## config.mk

```make
export PLATFORM = sky130hd
export DESIGN_NAME = window_ctrl
export DESIGN_NICKNAME = d
export VERILOG_FILES = /design/src/rtl/win_pkg.sv /design/src/rtl/line_col_counter.sv /design/src/rtl/window_ctrl.sv
export SDC_FILE = /design/constraint.sdc
export NUM_CORES = 1
export LEC_CHECK = 0
export ABC_AREA = 1
export CAP_MARGIN = 5
export CORE_MARGIN = 5
export CORE_UTILIZATION = 55
export DETAILED_ROUTE_END_ITERATION = 10
export DONT_BUFFER_PORTS = 1
export PLACE_DENSITY = 0.74
export SLEW_MARGIN = 20
export SYNTH_ARGS = -nofsm -noshare
export SYNTH_HDL_FRONTEND = slang
export SYNTH_SLANG_ARGS = --single-unit
```

## constraint.sdc

```tcl
create_clock -name clk -period 1.65 [get_ports clk]
set_input_delay 0.165 -clock clk [delete_from_list [all_inputs] [get_ports clk]]
set_output_delay 0.165 -clock clk [all_outputs]
set_load 0.02 [all_outputs]
```

## src/rtl/win_pkg.sv

```systemverilog
// Shared definitions for the 3x3 window controller.
//  - default frame geometry and counter widths
//  - controller FSM state type
//  - top-row replicate select encodings
package win_pkg;

  localparam int unsigned H_ACTIVE_DEF  = 640;
  localparam int unsigned V_ACTIVE_DEF  = 480;
  localparam int unsigned COL_W_DEF     = 10;
  localparam int unsigned ROW_W_DEF     = 9;
  localparam int unsigned FLUSH_GAP_DEF = 16;

  typedef enum logic [2:0] {
    IDLE,
    ACTIVE,
    GAP,
    FLUSH,
    DONE
  } win_state_t;

  localparam logic [1:0] TOP_NORM = 2'd0;  // row >= 2: all three rows real
  localparam logic [1:0] TOP_ROW1 = 2'd1;  // row == 1: top row replicates
  localparam logic [1:0] TOP_ROW0 = 2'd2;  // row == 0: top and middle replicate

endpackage

```

## src/rtl/line_col_counter.sv

```systemverilog
// Column/row position counters for the window controller.
// Ports:
//  clk, rst_n  clock, async active-low reset
//  clear       restart at row 0; a coincident pix counts as column 0
//  pix         a pixel is presented this cycle
//  line_end    end of the current line: row advances, column restarts
//  col         column of the pixel presented this cycle (clamped to H_ACTIVE-1)
//  row         current row, 0..V_ACTIVE
//  pix_ok      current pixel lies within the first H_ACTIVE pixels of its line
//  len_err     pixel count of the current line differs from H_ACTIVE
//  row_last    current row is the last input row
//  col_last    current pixel is column H_ACTIVE-1
module line_col_counter
  import win_pkg::*;
#(
  parameter int unsigned H_ACTIVE = H_ACTIVE_DEF,
  parameter int unsigned V_ACTIVE = V_ACTIVE_DEF,
  parameter int unsigned COL_W    = COL_W_DEF,
  parameter int unsigned ROW_W    = ROW_W_DEF
) (
  input  logic             clk,
  input  logic             rst_n,
  input  logic             clear,
  input  logic             pix,
  input  logic             line_end,
  output logic [COL_W-1:0] col,
  output logic [ROW_W-1:0] row,
  output logic             pix_ok,
  output logic             len_err,
  output logic             row_last,
  output logic             col_last
);

  // One extra bit so an overlong line is distinguishable from an exact one;
  // the count saturates at H_ACTIVE+1.
  localparam int unsigned CNT_W = COL_W + 1;
  localparam logic [CNT_W-1:0] CNT_FULL = CNT_W'(H_ACTIVE);
  localparam logic [CNT_W-1:0] CNT_SAT  = CNT_W'(H_ACTIVE + 1);
  localparam logic [CNT_W-1:0] CNT_LAST = CNT_W'(H_ACTIVE - 1);

  logic [CNT_W-1:0] pcnt;

  always_ff @(posedge clk or negedge rst_n) begin
    if (!rst_n) begin
      pcnt <= '0;
      row  <= '0;
    end else if (clear) begin
      pcnt <= pix ? CNT_W'(1) : '0;
      row  <= '0;
    end else if (line_end) begin
      pcnt <= '0;
      row  <= row + ROW_W'(1);
    end else if (pix && pcnt != CNT_SAT) begin
      pcnt <= pcnt + CNT_W'(1);
    end
  end

  always_comb begin
    pix_ok   = pcnt < CNT_FULL;
    col      = pix_ok ? pcnt[COL_W-1:0] : COL_W'(H_ACTIVE - 1);
    len_err  = pcnt != CNT_FULL;
    row_last = row == ROW_W'(V_ACTIVE - 1);
    col_last = pcnt == CNT_LAST;
  end

endmodule

```

## src/rtl/window_ctrl.sv

```systemverilog
// Timing/sequence controller for the 3x3 window generator's two line-buffer
// FIFOs. Tracks column/row from VSYNC/HSYNC/BLANK, drives FIFO write/read
// enables and border-replicate selects, and after the last input line
// synthesizes one flush line so the bottom window row drains.
// Ports:
//  clk, rst_n     clock, async active-low reset
//  i_vsync        frame start (rising edge restarts the frame)
//  i_hsync        line sync, delayed 1 cycle to o_hsync
//  i_blank        high = active pixel
//  o_pix_valid    window pixel this cycle (input or flush)
//  o_col, o_row   pixel position (o_row == V_ACTIVE on the flush line)
//  o_lb_wr_en     [0] FIFO1 write, [1] FIFO2 write
//  o_lb_rd_en     [0] FIFO1 read,  [1] FIFO2 read
//  o_first_col    left replicate, o_last_col right replicate
//  o_top_sel      TOP_NORM / TOP_ROW1 / TOP_ROW0
//  o_bot_sel      flush line: bottom row replicates FIFO1
//  o_frame_done   pulse after the last flush pixel
//  o_err_line     pulse: line length != H_ACTIVE
//  o_err_frame    pulse: vsync arrived mid-frame
// All outputs are registered, one cycle after the inputs are sampled.
module window_ctrl
  import win_pkg::*;
#(
  parameter int unsigned H_ACTIVE  = H_ACTIVE_DEF,
  parameter int unsigned V_ACTIVE  = V_ACTIVE_DEF,
  parameter int unsigned COL_W     = COL_W_DEF,
  parameter int unsigned ROW_W     = ROW_W_DEF,
  parameter int unsigned FLUSH_GAP = FLUSH_GAP_DEF  // must be >= 1
) (
  input  logic             clk,
  input  logic             rst_n,
  input  logic             i_vsync,
  input  logic             i_hsync,
  input  logic             i_blank,
  output logic             o_hsync,
  output logic             o_pix_valid,
  output logic [COL_W-1:0] o_col,
  output logic [ROW_W-1:0] o_row,
  output logic [1:0]       o_lb_wr_en,
  output logic [1:0]       o_lb_rd_en,
  output logic             o_first_col,
  output logic             o_last_col,
  output logic [1:0]       o_top_sel,
  output logic             o_bot_sel,
  output logic             o_frame_done,
  output logic             o_err_line,
  output logic             o_err_frame
);

  localparam int unsigned GAP_W = $clog2(FLUSH_GAP + 1);
  localparam logic [GAP_W-1:0] GAP_LAST   = GAP_W'(FLUSH_GAP - 1);
  localparam logic [ROW_W-1:0] ROW_LAST   = ROW_W'(V_ACTIVE - 1);
  localparam logic [ROW_W-1:0] ROW_PENULT = ROW_W'(V_ACTIVE - 2);
  localparam logic [ROW_W-1:0] ROW_FLUSH  = ROW_W'(V_ACTIVE);
  localparam logic [COL_W-1:0] COL_LAST   = COL_W'(H_ACTIVE - 1);

  win_state_t       state;
  logic             vsync_d;
  logic             in_line;
  logic [GAP_W-1:0] gap_cnt;

  logic             vs_rise, in_frame, line_pix, flush_pix, cnt_pix;
  logic             cnt_clear, line_end, valid;
  logic [COL_W-1:0] cnt_col, eff_col;
  logic [ROW_W-1:0] cnt_row, eff_row;
  logic             pix_ok, len_err, row_last, col_last;
  logic [1:0]       wr_nxt, rd_nxt, top_nxt;

  line_col_counter #(
    .H_ACTIVE (H_ACTIVE),
    .V_ACTIVE (V_ACTIVE),
    .COL_W    (COL_W),
    .ROW_W    (ROW_W)
  ) u_cnt (
    .clk      (clk),
    .rst_n    (rst_n),
    .clear    (cnt_clear),
    .pix      (cnt_pix),
    .line_end (line_end),
    .col      (cnt_col),
    .row      (cnt_row),
    .pix_ok   (pix_ok),
    .len_err  (len_err),
    .row_last (row_last),
    .col_last (col_last)
  );

  // A vsync rise takes effect in the same cycle: a coincident active pixel is
  // row 0 col 0 of the new frame, so the stale counter values are bypassed.
  always_comb begin
    vs_rise   = i_vsync & ~vsync_d;
    in_frame  = (state == ACTIVE) || (state == GAP) || (state == FLUSH);
    line_pix  = i_blank && (vs_rise || state == ACTIVE);
    flush_pix = !vs_rise && state == FLUSH;
    cnt_pix   = line_pix || flush_pix;
    line_end  = !vs_rise && state == ACTIVE && in_line && !i_blank;
    cnt_clear = vs_rise || state == DONE;
    eff_col   = vs_rise ? '0 : cnt_col;
    eff_row   = vs_rise ? '0 : cnt_row;
    valid     = cnt_pix && (vs_rise || pix_ok);

    wr_nxt  = 2'b00;
    rd_nxt  = 2'b00;
    top_nxt = TOP_NORM;
    // The flush line sits at row V_ACTIVE, so the same row decode yields
    // wr=00 / rd=11 there without a special case.
    if (valid) begin
      wr_nxt = {eff_row <= ROW_PENULT, eff_row <= ROW_LAST};
      rd_nxt = {eff_row > ROW_W'(1), eff_row != '0};
      if (eff_row == '0)
        top_nxt = TOP_ROW0;
      else if (eff_row == ROW_W'(1))
        top_nxt = TOP_ROW1;
    end
  end

  always_ff @(posedge clk or negedge rst_n) begin
    if (!rst_n) begin
      state        <= IDLE;
      vsync_d      <= 1'b0;
      in_line      <= 1'b0;
      gap_cnt      <= '0;
      o_hsync      <= 1'b0;
      o_pix_valid  <= 1'b0;
      o_col        <= '0;
      o_row        <= '0;
      o_lb_wr_en   <= '0;
      o_lb_rd_en   <= '0;
      o_first_col  <= 1'b0;
      o_last_col   <= 1'b0;
      o_top_sel    <= '0;
      o_bot_sel    <= 1'b0;
      o_frame_done <= 1'b0;
      o_err_line   <= 1'b0;
      o_err_frame  <= 1'b0;
    end else begin
      vsync_d      <= i_vsync;
      o_hsync      <= i_hsync;
      o_pix_valid  <= valid;
      o_col        <= valid ? eff_col : '0;
      o_row        <= valid ? eff_row : '0;
      o_lb_wr_en   <= wr_nxt;
      o_lb_rd_en   <= rd_nxt;
      o_first_col  <= valid && eff_col == '0;
      o_last_col   <= valid && eff_col == COL_LAST;
      o_top_sel    <= top_nxt;
      o_bot_sel    <= valid && eff_row == ROW_FLUSH;
      o_err_line   <= line_end && len_err;
      o_err_frame  <= vs_rise && in_frame;
      o_frame_done <= 1'b0;

      if (vs_rise) begin
        state   <= ACTIVE;
        in_line <= i_blank;
        gap_cnt <= '0;
      end else begin
        case (state)
          ACTIVE: begin
            in_line <= i_blank;
            if (line_end && row_last)
              state <= GAP;
          end
          GAP: begin
            if (gap_cnt == GAP_LAST) begin
              gap_cnt <= '0;
              state   <= FLUSH;
            end else begin
              gap_cnt <= gap_cnt + GAP_W'(1);
            end
          end
          FLUSH: begin
            if (col_last)
              state <= DONE;
          end
          DONE: begin
            o_frame_done <= 1'b1;
            state        <= IDLE;
          end
          default: ;
        endcase
      end
    end
  end

endmodule

```

# --- Word level (Yosys, flattened, before mapping) ---
# Index checks and enable logic that the tools add are counted.
# Widths: inputs -> output; s select.
classes:
  addsub: 3
  magnitude_cmp: 4
  n_eq_ne: 15
  muxes: 28
  n_bitwise: 2
  reduce_logical: 30
op_table:
  columns: ["operator", "n"]
  rows:
  - ["$mux 9", 4]
  - ["$mux 11", 3]
  - ["$mux 10", 3]
  - ["$ne 11x10->1 const B", 2]
  - ["$eq 9x9->1 const B", 2]
  - ["$le 9x9->1 const B", 2]
  - ["$mux 5", 3]
  - ["$logic_and 1x1->1", 13]
  - ["$mux 3", 4]
  - ["$pmux 3 s4", 1]
  - ["$add 11x1->11 const B", 1]
  - ["$eq 11x10->1 const B", 1]
  - ["$lt 11x10->1 const B", 1]
  - ["$eq 10x10->1 const B", 1]
  - ["$logic_not 10->1", 1]
  - ["$add 9x1->9 const B", 1]
  - ["$eq 9x1->1 const B", 1]
  - ["$gt 9x1->1 const B", 1]
  - ["$logic_not 9->1", 1]
  - ["$reduce_bool 9->1", 1]
  - ["$mux 2", 4]
  - ["$eq 3x2->1 const B", 2]
  - ["$logic_or 1x1->1", 6]
  - ["$mux 1", 6]
  - ["13 further kinds", 17]
totals:
  register_bits: 63
  in_bits: 5
  output_inout_bits: 33
  wordCells: 101

# --- Longest topological paths before layout ---
depth:
  word_depth: 10
  mapped_depth: 11
  depth_no_buf: 10

# --- Cells and area by module ---
# From an unflattened synthesis, not the netlist that was laid out.
unflattened:
  hier_cells: 397
  area_unflattened_um2: 3154.3
by_module_without_submodules:
  columns: ["mod", "n_inst", "cells_each", "area_each_um2"]
  rows:
  - ["window_ctrl", 1, 214, 1881.8]
  - ["line_col_counter", 1, 183, 1272.5]

# --- Worst setup path before layout ---
# No wires, ideal clock.
synth_path:
  path_kind: "register to register"
  startpoint: "register u_cnt.pcnt[1]"
  endpoint: "register u_cnt.pcnt[10]"
  setup_ns: 0.117
  arrival_ns: 1.369
  path_slack_ns: 0.164
  stages_incl_launch_ff: 11
  n_path_buf: 1
  synth_period_minus_slack_ns: 1.486
  cell_sequence: "dfrtp_1 inv_1 ha_1 inv_1 nor2_1 nand3_1 nand2_4 nand2_8 buf_12 nand3_2 nand2_1"
synth_between:
  elab_chain_cells: 4
synth_lines:
  columns: ["item", "line_no", "text"]
  rows:
  - ["from (decl)", "line_col_counter.sv:41", "logic [CNT_W-1:0] pcnt;"]
  - ["from (signal assigned)", "line_col_counter.sv:48", "pcnt <= pix ? CNT_W'(1) : '0;"]
  - ["from (signal assigned)", "line_col_counter.sv:54", "pcnt <= pcnt + CNT_W'(1);"]
  - ["$add 11x1->11", "line_col_counter.sv:54", null]
  - ["$mux 11", "line_col_counter.sv:53", "end else if (pix && pcnt != CNT_SAT) begin"]
  - ["$mux 11", "line_col_counter.sv:50", "end else if (line_end) begin"]
  - ["$mux 11", "line_col_counter.sv:47", "end else if (clear) begin"]
# Parallel ways exist; a longest one is shown, timed or not. The select of a mux whose other input is x is not followed.
# A chain may end at the register's enable or synchronous reset.

# --- Worst setup path after layout ---
layout_path:
  startpoint: "register u_cnt.row[0]"
  endpoint: "register state[1]"
layout_between:
  elab_chain_cells: 4
layout_lines:
  columns: ["item", "line_no", "text"]
  rows:
  - ["from (decl)", "line_col_counter.sv:27", "output logic [ROW_W-1:0] row,"]
  - ["from (signal assigned)", "line_col_counter.sv:52", "row <= row + ROW_W'(1);"]
  - ["$eq 9x9->1", "line_col_counter.sv:62", "row_last = row == ROW_W'(V_ACTIVE - 1);"]
  - ["$logic_and 1x1->1", "window_ctrl.sv:160", "if (line_end && row_last)"]
  - ["$ne 3x2->1 (no line)", null, null]
  - ["$reduce_and 4->1 (no line)", null, null]
  - ["to (signal assigned)", "window_ctrl.sv:161", "state <= GAP;"]
  - ["to (signal assigned)", "window_ctrl.sv:166", "state <= FLUSH;"]
  - ["to (signal assigned)", "window_ctrl.sv:173", "state <= DONE;"]
  - ["to (decl)", "window_ctrl.sv:57", "win_state_t state;"]
# No other way between the ends.

==> results.sh <==
export IMPL_synth_seq_area_share_pct=49.2
export IMPL_p_int_mw=3.23
export IMPL_max_clock_freq_mhz=649
export IMPL_cp_cell_sequence="ha_2 -> nand3_1 -> nor2_2 -> nand3_1 -> nand2_2 -> nand3_1 -> nand2_1 -> nand2_1"
export IMPL_finalSetupTns_ns=0
export IMPL_grt_overflow=0
export IMPL_met3_usage_pct=4.75
export IMPL_fp_dieW_um=86.3
export IMPL_top_usage_layer="met2"
export IMPL_dieArea_sq_um=7450
export IMPL_skew_ns=0.00801
export IMPL_vias=2728
export IMPL_syn_inst=374
export IMPL_grtUsageMet1_pct=24.6
export IMPL_post_dp_hpwl_um=5240
export IMPL_fin_crit_ns=1.54
export IMPL_worstPathRequired_ns=1.87
export IMPL_finalCritPeriodShare_pct=93.4
export IMPL_synth_commonest_cells="70 x nand2_1, 63 x dfrtp_1, 46 x nor2_1"
export IMPL_clk_insertion_delay_late_ns=0.34
export IMPL_diodes=0
export IMPL_io_buffers=0
export IMPL_yosys_warnings=0
export IMPL_p_sw_share_pct=36.7
export IMPL_final_antenna_net_count=0
export IMPL_synth_area_leaders="dfrtp_1 49%, nand2_1 8.2%, nor2_1 5.4%"
export IMPL_ys_types=32
export IMPL_slew_limit_headroom_pct=79.0
export IMPL_cts_tree="done"
export IMPL_p_comb_share_pct=29.2
export IMPL_yosysMostFrequentCell="nand2_1"
export IMPL_grt_pass1_wl_um=12500
export IMPL_cp_end_kind="flip-flop"
export IMPL_routed_wl_um=7580
export IMPL_outcome="complete, no violations"
export IMPL_synth_top_area_cell="dfrtp_1"
export IMPL_hold_class="input pin to flip-flop"
export IMPL_hold_viol_final=0
export IMPL_drt_iter0_drc=177
export IMPL_antenna_found_initial=0
export IMPL_cts_sinks=63
export IMPL_cts_made_buffers=9
export IMPL_slowest_stage="dfrtp_1"
export IMPL_async_flop_share_pct=100
export IMPL_path_common_cell="nand3_1"
export IMPL_num_rows=27
export IMPL_max_cap_violations=0
export IMPL_coreArea_sq_um=5570
export IMPL_ys_flop_type="dfrtp_1"
export IMPL_rsz0062_at_grt="true"
export IMPL_die_y_um=86.3
export IMPL_arrival_ns=1.77
export IMPL_h_tree_depth=3
export IMPL_seq_power_share_pct=40.7
export IMPL_slew_violations=0
export IMPL_tightest_slew_ns=0.314
export IMPL_crit_buf_inv=0
export IMPL_crit_fanout=4
export IMPL_clkPwrFrac_pct=30.2
export IMPL_synth_edf_count=0
export IMPL_wl_per_cell_um=15.6
export IMPL_critPathMaxStageDelay_ns=0.39
export IMPL_netlist_area_sq_um=3200
export IMPL_final_area_sq_um=3770
export IMPL_total_power_mw=5.10
export IMPL_track_usage_pct=21.6
export IMPL_first_pass_iters=7
export IMPL_power_leakage_nw=1.78
export IMPL_multi_input_area_sq_um=1410
export IMPL_hold_worst_slack_ns=0.0903
export IMPL_setup_violations=0
export IMPL_nFillCells=430
export IMPL_critPathKind="flip-flop to flip-flop"
export IMPL_viasPerCell=5.61
export IMPL_boundaryPins=38
export IMPL_grt_pass1_vias=2668
export IMPL_seqCellArea_sq_um=1580
export IMPL_route_detailed_drc=0
export IMPL_root_buffer="clkbuf_8"
export IMPL_irDropWorstVdd_v=0.000775
export IMPL_clkTransAtPathRegs_ns=0.07
export IMPL_p_per_area_nw_per_um2=1350
export IMPL_placed_cell_area_sq_um=3400
export IMPL_syn_avg_cell_area_sq_um=8.56
export IMPL_synth_nets=384
export IMPL_drive_above_1_share_pct=25.6
export IMPL_synth_top_area_share_pct=49.2
export IMPL_critPathLaunchType="flip-flop"
export IMPL_clock_path_buffers=2
export IMPL_met2_usage_pct=39.5
export IMPL_synth_seq_cells=63
export IMPL_gp_congestion=0.903
export IMPL_cp_top_family="simple AND/OR/NAND/NOR gates"
export IMPL_num_nets_final=419
export IMPL_switching_power_mw=1.87
export IMPL_synthToLayoutAreaGrowth_pct=17.9
export IMPL_grt_max_degree=64
export IMPL_initial_core_util_pct=57.5
## what timing repair did
| item | CTS | global route |
|---|---|---|
| resized for setup | 1 | 13 |
| setup buffers | 0 | 4 |
| setup endpoints to repair | 1 | 22 |
| pin swaps | 0 | 1 |
| hold buffers | 5 | 0 |
| endpoints found under the hold margin | 66 | 0 |
## final timing paths
path                       cells past startpoint  slack, ns            end    startpoint
max                                            8       0.11       state[1]  u_cnt.row[0]
min                                            3       0.09       o_col[8]       i_vsync
max reg2reg                                    8       0.11       state[1]  u_cnt.row[0]
max in group asynchronous                      2       1.00  u_cnt.pcnt[0]         rst_n
min reg2reg                                    1       0.50     gap_cnt[2]    gap_cnt[2]
min in group asynchronous                      2       0.39       state[2]         rst_n
## through the flow
step,util (%),cells,worst slack (ns)
final,67.7,486,0.108
after global routing,67.7,486,-0.00956
after CTS,66.4,482,0.0417
after detailed placement,61.0,461,0.0633
after global placement,61.0,461,0.0857
after floorplan,-,374,0.164
## power groups by stage
stage                     clock, mW  combinational (mW)  sequential, mW
after floorplan                   0                1.04            2.07
after CTS                      1.56                1.41            2.08
after global routing           1.64                1.67            2.10
after detailed placement          0                1.34            2.11
final                          1.54                1.49            2.07
after global placement            0                1.30            2.10
## state kept, by name, summed over array words and instances (netlist names), 2 cells and up
name	count
u_cnt.pcnt	11
o_col	10
o_row	9
u_cnt.row	9
gap_cnt	5
state	3
o_lb_rd_en	2
o_lb_wr_en	2
o_top_sel	2
## worst register-to-register path: stages (launching register included)
cell     delay (ns)
dfrtp_1        0.39
ha_2           0.21
nand3_1        0.13
nor2_2         0.19
nand3_1        0.11
nand2_2        0.12
nand3_1        0.13
nand2_1        0.08
nand2_1        0.06
## cell families (layout without fill, tap and decap cells)
logic type	Yosys count	after routing	share of synthesized area [%]
DFF	63	63	49.2
AOI/OAI and AO/OA	43	43	8.01
xor gates and xnor gates	3	3	0.820
buffers and inverters	57	97	8.16
adders and majority gates	5	5	1.95
and+or+nand+nor	203	203	31.8
## cell usage in the layout, fill, tap and decap left out, types with 2 or more instances in the layout
| master | count |
|---|---|
| nand2_1 | 69 |
| dfrtp_1 | 62 |
| nor2_1 | 44 |
| inv_1 | 30 |
| nand3_1 | 29 |
| buf_4 | 28 |
| o21ai_0 | 23 |
| nand4_1 | 15 |
| inv_2 | 14 |
| nor3_2 | 12 |
| clkbuf_8 | 11 |
| nor3_1 | 10 |
| a21oi_1 | 8 |
| nand2_4 | 7 |
| o21ai_2 | 6 |
| nand2_2 | 5 |
| nand3_2 | 4 |
| nor2_2 | 4 |
| ha_1 | 4 |
| dlygate4sd3_1 | 4 |
| a31oi_1 | 3 |
| nor2_4 | 2 |
| inv_4 | 2 |
| xor2_1 | 2 |
| clkinvlp_4 | 2 |
| bufinv_16 | 2 |
## layer usage
metal | up-vias | wire length [um] | part of all wire [%]
met1 | 1328 | 3010 | 40
met4 | 0 | 107 | 1.4
met5 | - | 0 | 0
met2 | 97 | 4060 | 53
li1 | 1291 | - | -
met3 | 12 | 408 | 5.4
## area by class of cell
class	instances	share of cell area (%)
multi-input cells	254	37.2
inverters	47	4.81
flip-flops and latches	63	41.8
clock inverters	5	2.12
well taps	72	2.39
clock buffers	11	4.01
repair buffers	34	7.66
(Power assumes the default switching activity.)
